File: src/rtl/bcd_serial_adder.sv
// Digit-serial BCD adder, LSD first, valid/ready on both sides with a one-entry output register.
// Optional macro BCD_SELFCHECK_EN adds internal digit range checks on top of the validator flags.
module bcd_serial_adder #(
    parameter int NDIG = 4
) (
    input  logic       clk,
    input  logic       reset,
    input  logic       in_valid,
    output logic       in_ready,
    input  logic       in_first,
    input  logic       in_last,
    input  logic [0:3] a_digit,
    input  logic [0:3] b_digit,
    input  logic       a_inv,
    input  logic       b_inv,
    output logic       out_valid,
    input  logic       out_ready,
    output logic [0:3] sum_digit,
    output logic       out_last,
    output logic       carry_out,
    output logic       digit_err,
    output logic       op_err
);

    localparam int CW = $clog2(NDIG + 1);

    typedef enum logic {
        IDLE,
        RUN
    } state_t;

    typedef struct packed {
        logic [3:0] sum;
        logic       last;
        logic       cout;
        logic       derr;
        logic       oerr;
    } beat_t;

    state_t        state_q, state_d;
    logic [CW-1:0] cnt_q, cnt_d;
    logic          carry_q, carry_d;
    logic          err_q, err_d;
    beat_t         out_q, out_d;
    logic          ov_q, ov_d;

    logic          accept;
    logic          take;
    logic          invalid;
    logic          carry_in;
    logic          acc_in;
    logic [CW-1:0] cnt_beat;
    logic [4:0]    s;
    logic [4:0]    s_adj;
    logic [3:0]    digit;
    logic          c_next;
    logic          ovf;
    logic          fin;
    logic          err_all;

    assign in_ready = ~ov_q | out_ready;
    assign accept   = in_valid & in_ready;
    // Beats arriving in IDLE without in_first belong to no operation and are dropped.
    assign take     = accept & (in_first | (state_q == RUN));

`ifdef BCD_SELFCHECK_EN
    assign invalid = a_inv | b_inv | (a_digit > 4'd9) | (b_digit > 4'd9);
`else
    assign invalid = a_inv | b_inv;
`endif

    assign carry_in = in_first ? 1'b0 : carry_q;
    assign acc_in   = in_first ? 1'b0 : err_q;
    assign cnt_beat = in_first ? CW'(1) : cnt_q + CW'(1);

    assign s     = {1'b0, a_digit} + {1'b0, b_digit} + {4'b0, carry_in};
    assign s_adj = s + 5'd6;

    always_comb begin
        digit  = s[3:0];
        c_next = 1'b0;
        if (invalid) begin
            digit  = 4'hF;
            c_next = 1'b0;
        end else if (s > 5'd9) begin
            digit  = s_adj[3:0];
            c_next = 1'b1;
        end
    end

    // Hitting NDIG without in_last force-closes the operation as an error.
    assign ovf     = ~in_last & (cnt_beat == CW'(NDIG));
    assign fin     = in_last | ovf;
    assign err_all = acc_in | invalid | ovf;

    always_comb begin
        state_d = state_q;
        cnt_d   = cnt_q;
        carry_d = carry_q;
        err_d   = err_q;
        out_d   = out_q;
        ov_d    = ov_q;
        if (ov_q && out_ready) begin
            ov_d = 1'b0;
        end
        if (take) begin
            state_d    = fin ? IDLE : RUN;
            cnt_d      = fin ? '0 : cnt_beat;
            carry_d    = c_next;
            err_d      = err_all;
            out_d.sum  = digit;
            out_d.last = fin;
            out_d.cout = fin & c_next;
            out_d.derr = invalid;
            out_d.oerr = fin & err_all;
            ov_d       = 1'b1;
        end
    end

    always_ff @(posedge clk) begin
        if (reset) begin
            state_q <= IDLE;
            cnt_q   <= '0;
            carry_q <= 1'b0;
            err_q   <= 1'b0;
            out_q   <= '0;
            ov_q    <= 1'b0;
        end else begin
            state_q <= state_d;
            cnt_q   <= cnt_d;
            carry_q <= carry_d;
            err_q   <= err_d;
            out_q   <= out_d;
            ov_q    <= ov_d;
        end
    end

    assign out_valid = ov_q;
    assign sum_digit = out_q.sum;
    assign out_last  = out_q.last;
    assign carry_out = out_q.cout;
    assign digit_err = out_q.derr;
    assign op_err    = out_q.oerr;

endmodule

File: config.mk
export PLATFORM = sky130hd
export DESIGN_NAME = bcd_serial_adder
export DESIGN_NICKNAME = d
export VERILOG_FILES = /design/src/rtl/bcd_serial_adder.sv
export SDC_FILE = /design/constraint.sdc
export NUM_CORES = 1
export LEC_CHECK = 0
export CAP_MARGIN = 20
export CORE_ASPECT_RATIO = 1.4
export CORE_MARGIN = 4
export CORE_UTILIZATION = 30
export CTS_CLUSTER_SIZE = 28
export DETAILED_ROUTE_END_ITERATION = 12
export PLACE_DENSITY_LB_ADDON = 0.1
export SYNTH_ARGS = -nofsm -noshare
export SYNTH_HDL_FRONTEND = slang
export SYNTH_SLANG_ARGS = --single-unit
export TNS_END_PERCENT = 5
File: constraint.sdc
create_clock -name clk -period 3.6 [get_ports clk]
set_input_delay 0.72 -clock clk [delete_from_list [all_inputs] [get_ports clk]]
set_output_delay 0.72 -clock clk [all_outputs]
set_load 0.01 [all_outputs]
[Word level (Yosys, flattened, before mapping)]
Index checks and enable logic that the tools add are counted.
Storage, ports and cells
  register bits: 15
  bits of input ports: 16
  output and inout bits: 10
  word-level logic and storage cells: 42
Operators by class
  add/subtract/negate cells: 4
  $lt $le $gt $ge: 1
  equality and inequality tests: 1
  multiplexer cells: 11
  bitwise logic cells: 13
  reduce and logical (&&, ||, !) cells: 2
Operator list (count)
  4-bit two-way mux: 2
  1-bit two-way mux: 7
  3-bit two-way mux: 2
  1-bit OR: 6
  4-bit by 4-bit adder with 5-bit output: 1
  5-bit by 1-bit adder with 5-bit output: 1
  1-bit AND: 5
  5-bit by 4-bit > comparator with 1-bit output, second input constant: 1
  4-bit by 3-bit adder with 4-bit output, second input constant: 1
  3-bit by 1-bit adder with 3-bit output, second input constant: 1
  3-bit equality test, second input constant: 1
  1-bit NOT: 2
  2-bit nonzero test: 1
  1-bit logical AND: 1

[Logic depth before layout (Yosys ltp)]
  word-level depth: 6
  gate-level depth with buffers: 11

[Least setup slack after synthesis]
No wires, ideal clock.
  path kind: input -> register
  from: input in_first
  to: register out_q (netlist bit sum_digit[1])
  library setup time: 0.101 ns
  data arrival time: 2.635 ns
  data required time: 3.499 ns
  path slack: 0.864 ns
  stages on the path: 11
  path through: inv_1 nand2_1 fa_1 inv_1 fa_1 inv_1 ha_1 a22o_1 nor3_2 mux2i_1 o41ai_1
On the way
  cells in the longest elaborated chain, start to end: 5
  elaborated cells between the ends (all ways): 8
Ends and longest elaborated chain
  from (decl): RTL line 10  | input logic in_first,
  1-bit two-way mux: RTL line 72  | assign carry_in = in_first ? 1'b0 : carry_q;
  5-bit by 1-bit adder with 5-bit output: RTL line 76  | assign s = {1'b0, a_digit} + {1'b0, b_digit} + {4'b0, carry_in};
  4-bit by 3-bit adder with 4-bit output or 5-bit by 4-bit > comparator with 1-bit output (tied branches): RTL line 77, 85
  4-bit two-way mux: RTL line 85  | end else if (s > 5'd9) begin
  4-bit two-way mux: RTL line 82  | if (invalid) begin
  to (signal assigned): RTL line 133  | out_q <= out_d;
  to (decl): RTL line 44  | beat_t out_q, out_d;
Parallel ways exist; a longest one is shown, timed or not.
A chain may end at the register's enable or synchronous reset.

[Worst setup path after layout]
  from: input in_first
  to: register out_q (netlist bit sum_digit[0])
The elaborated chain is that of the path after synthesis.

==> impl_metrics.env <==
export IMPL_multi_input_area_um2=528
export IMPL_p_leak_nw=0.452
export IMPL_crit_path_max_fanout=4
export IMPL_timing_hold_ws_ns=0.458
export IMPL_clock_skew_ns=0.00283
export IMPL_crit_family="adder cells"
export IMPL_cap_violations=0
export IMPL_cts_inserted_buffers=3
export IMPL_ant_nets=0
export IMPL_ios=26
export IMPL_die_width_um=53.5
export IMPL_vias=795
export IMPL_fill_cells=302
export IMPL_cp_data_required_time_ns=3.75
export IMPL_finalCriticalPeriod_ns=3.15
export IMPL_gp_congestion=0.717
export IMPL_startpoint_type="input pin"
export IMPL_syn_cell_area_um2=870
export IMPL_cts_setup_buffers=0
export IMPL_drive_gt1_frac=0.0645
export IMPL_synth_nets=121
export IMPL_drc_errors=0
export IMPL_maxSlewViolCount=0
export IMPL_cts_path_max_buffers=2
export IMPL_clk_latency_ns=0.28
export IMPL_critPathSlowestCell="clkdlybuf4s50_1"
export IMPL_swShare=0.302
export IMPL_timing_final_ws_setup_ns=0.452
export IMPL_critical_path_class="input pin to register"
export IMPL_setup_viol=0
export IMPL_cts_repair_resized=0
export IMPL_die_area_um2=3840
export IMPL_p_comb_frac=0.310
export IMPL_seqPwrFrac=0.447
export IMPL_crit_chain="clkdlybuf4s50_1, inv_1, nand2_1, fa_1, inv_1, fa_1, xnor2_1, ha_1, a22o_1, a2111o_1, nand2_1, a211oi_1"
export IMPL_slew_headroom=0.616
export IMPL_drt_iter0_markers=5
export IMPL_dieHeight_um=71.7
export IMPL_dp_hpwl_mm=1.65
export IMPL_grt_pass1_vias=789
export IMPL_postSynthCellCount=98
export IMPL_rows=22
export IMPL_layout_nets=148
export IMPL_wl_per_cell_um=12.9
export IMPL_clock_sinks=15
export IMPL_finalCritPeriodShare=0.874
export IMPL_power_frac_clock=0.243
export IMPL_outcome="finished clean"
export IMPL_ys_warn_count=0
export IMPL_postSynthAreaPerCell_um2=8.87
export IMPL_grt_max_degree=17
export IMPL_synth_distinct_cells=38
export IMPL_diodes=0
export IMPL_p_switching_uw=122
export IMPL_postCtsHoldBufs=0
export IMPL_ys_ff_latch=15
export IMPL_cts_root_buf="clkbuf_4"
export IMPL_cts_htree_levels=1
export IMPL_max_freq_mhz=318
export IMPL_seq_area_frac_synth=0.345
export IMPL_crit_arrival_ns=3.29
export IMPL_area_growth_pct=34.8
export IMPL_worstMarginPinSlew_ns=0.572
export IMPL_cp_num_buf_inv=3
export IMPL_drt_first_pass_iters=4
export IMPL_avgViaCountPerCell=4.97
export IMPL_hold_class="register to register"
export IMPL_grt_util_all_layers=0.118
export IMPL_power_density_nw_per_um2=346
export IMPL_clkTransAtPathRegs_ns=0.09
export IMPL_antenna_found_initial=0
export IMPL_setup_tns_ns=0
export IMPL_end_kind="register"
export IMPL_regArea_um2=300
export IMPL_core_area_um2=2700
export IMPL_hold_viol=0
export IMPL_floorplan_initialDensity=0.322
export IMPL_crit_path_max_incr_delay_ns=0.51
export IMPL_ir_drop_uv=158
export IMPL_p_int_uw=283
export IMPL_grt_overflow=0
export IMPL_grt_pass1_wl_mm=3.40
export IMPL_port_buffers=25
export IMPL_finalWirelength_mm=2.06
export IMPL_cts_tree="built"
export IMPL_rsz0062_at_grt="false"
export IMPL_pre_cts_slack_ns=0.132
## worst min-delay path: stages (launching register included)
cell	delay, ns
dfxtp_1	0.32
nand2_1	0.05
a21oi_1	0.05
## flip-flops by register name (all words and copies together), names as in the netlist
signal     cells
out_valid      1
cnt_q          3
sum_digit      4
out_last       1
op_err         1
carry_q        1
state_q        1
err_q          1
digit_err      1
carry_out      1
## power by group through the flow
stage          combinational, mW  clock (mW)  sequential, mW
2_1_floorplan             0.0757           0           0.188
3_3_place_gp               0.124           0           0.185
3_5_place_dp               0.127           0           0.185
4_1_cts                    0.127       0.103           0.181
5_1_grt                    0.140       0.112           0.182
6_report                   0.126      0.0985           0.181
## layout make-up
type                    count  share of cell area
clock buffers               4              0.0224
inverters                   6              0.0192
multi-input cells          74               0.450
flip-flops and latches     15               0.256
well taps                  36              0.0384
repair buffers             25               0.213
## metrics by stage
step                       util  power (mW)  cells  area (um2)
final                     0.435       0.405    160        1170
after global routing      0.435       0.434    160        1170
after CTS                 0.435       0.411    160        1170
after detailed placement  0.425       0.312    156        1150
after global placement    0.425       0.309    156        1150
after floorplan               -       0.263     98         870
## synth_stat cells (all sizes together)
library cell,n,share of area
nor3,5,0.035
o41ai,1,0.010
o22ai,1,0.0072
dfxtp,15,0.35
nand2b,3,0.022
o31ai,2,0.033
xnor2,3,0.030
o21ai,2,0.011
ha,5,0.072
a311oi,3,0.030
clkbuf,2,0.0086
a21boi,2,0.017
a21o,1,0.010
and2b,1,0.010
nand3b,2,0.017
nand3,2,0.012
and3,1,0.0072
mux2i,1,0.012
inv,6,0.026
a22o,1,0.010
a2111o,1,0.013
fa,2,0.046
and3b,1,0.010
a32oi,1,0.010
and4,1,0.010
a211oi,1,0.0086
or4,1,0.0086
nand4b,1,0.010
buf,1,0.013
nand2,5,0.022
a21oi,8,0.050
nor2,15,0.065
a22oi,1,0.0086
## cells by family after synthesis
kind of cell | count (synthesis) | synth area share
and+or+nand+nor | 38 | 0.227
AOI/OAI and AO/OA | 25 | 0.220
DFF | 15 | 0.345
buffers and inverters | 9 | 0.0475
adders and majority gates | 7 | 0.118
xor gates and xnor gates | 3 | 0.0302
muxes | 1 | 0.0115
## placed cells by master, fill, tap and decap left out, types with 2 or more instances in the layout
cell and instances:
a311oi_1 3, fa_1 2, dfxtp_1 15, inv_1 6, nand2_1 5, nand3_1 2
nand3b_1 2, clkbuf_4 3, xnor2_1 3, a21oi_1 7, nor3_1 4, clkdlybuf4s50_1 25
ha_1 5, nand2b_1 3, nor2_1 15
## metal layers
layer,global-route usage,wire [um],vias to the layer above
li1,-,-,409
met1,0.131,893,369
met2,0.201,1050,15
met3,0.0146,89,2
met4,0.0795,34,0
met5,0,0,-
## path summary, 6_finish.rpt
kind / start / depth (start not counted) / slack, ns / to
worst max-delay path: in_first / 12 / 0.45 / sum_digit[0]
worst min-delay path: op_err / 2 / 0.46 / op_err
worst max register to register: carry_q / 10 / 1.16 / sum_digit[2]
worst min register to register: op_err / 2 / 0.46 / op_err
No activity file was read; power rests on OpenSTA's default activity.
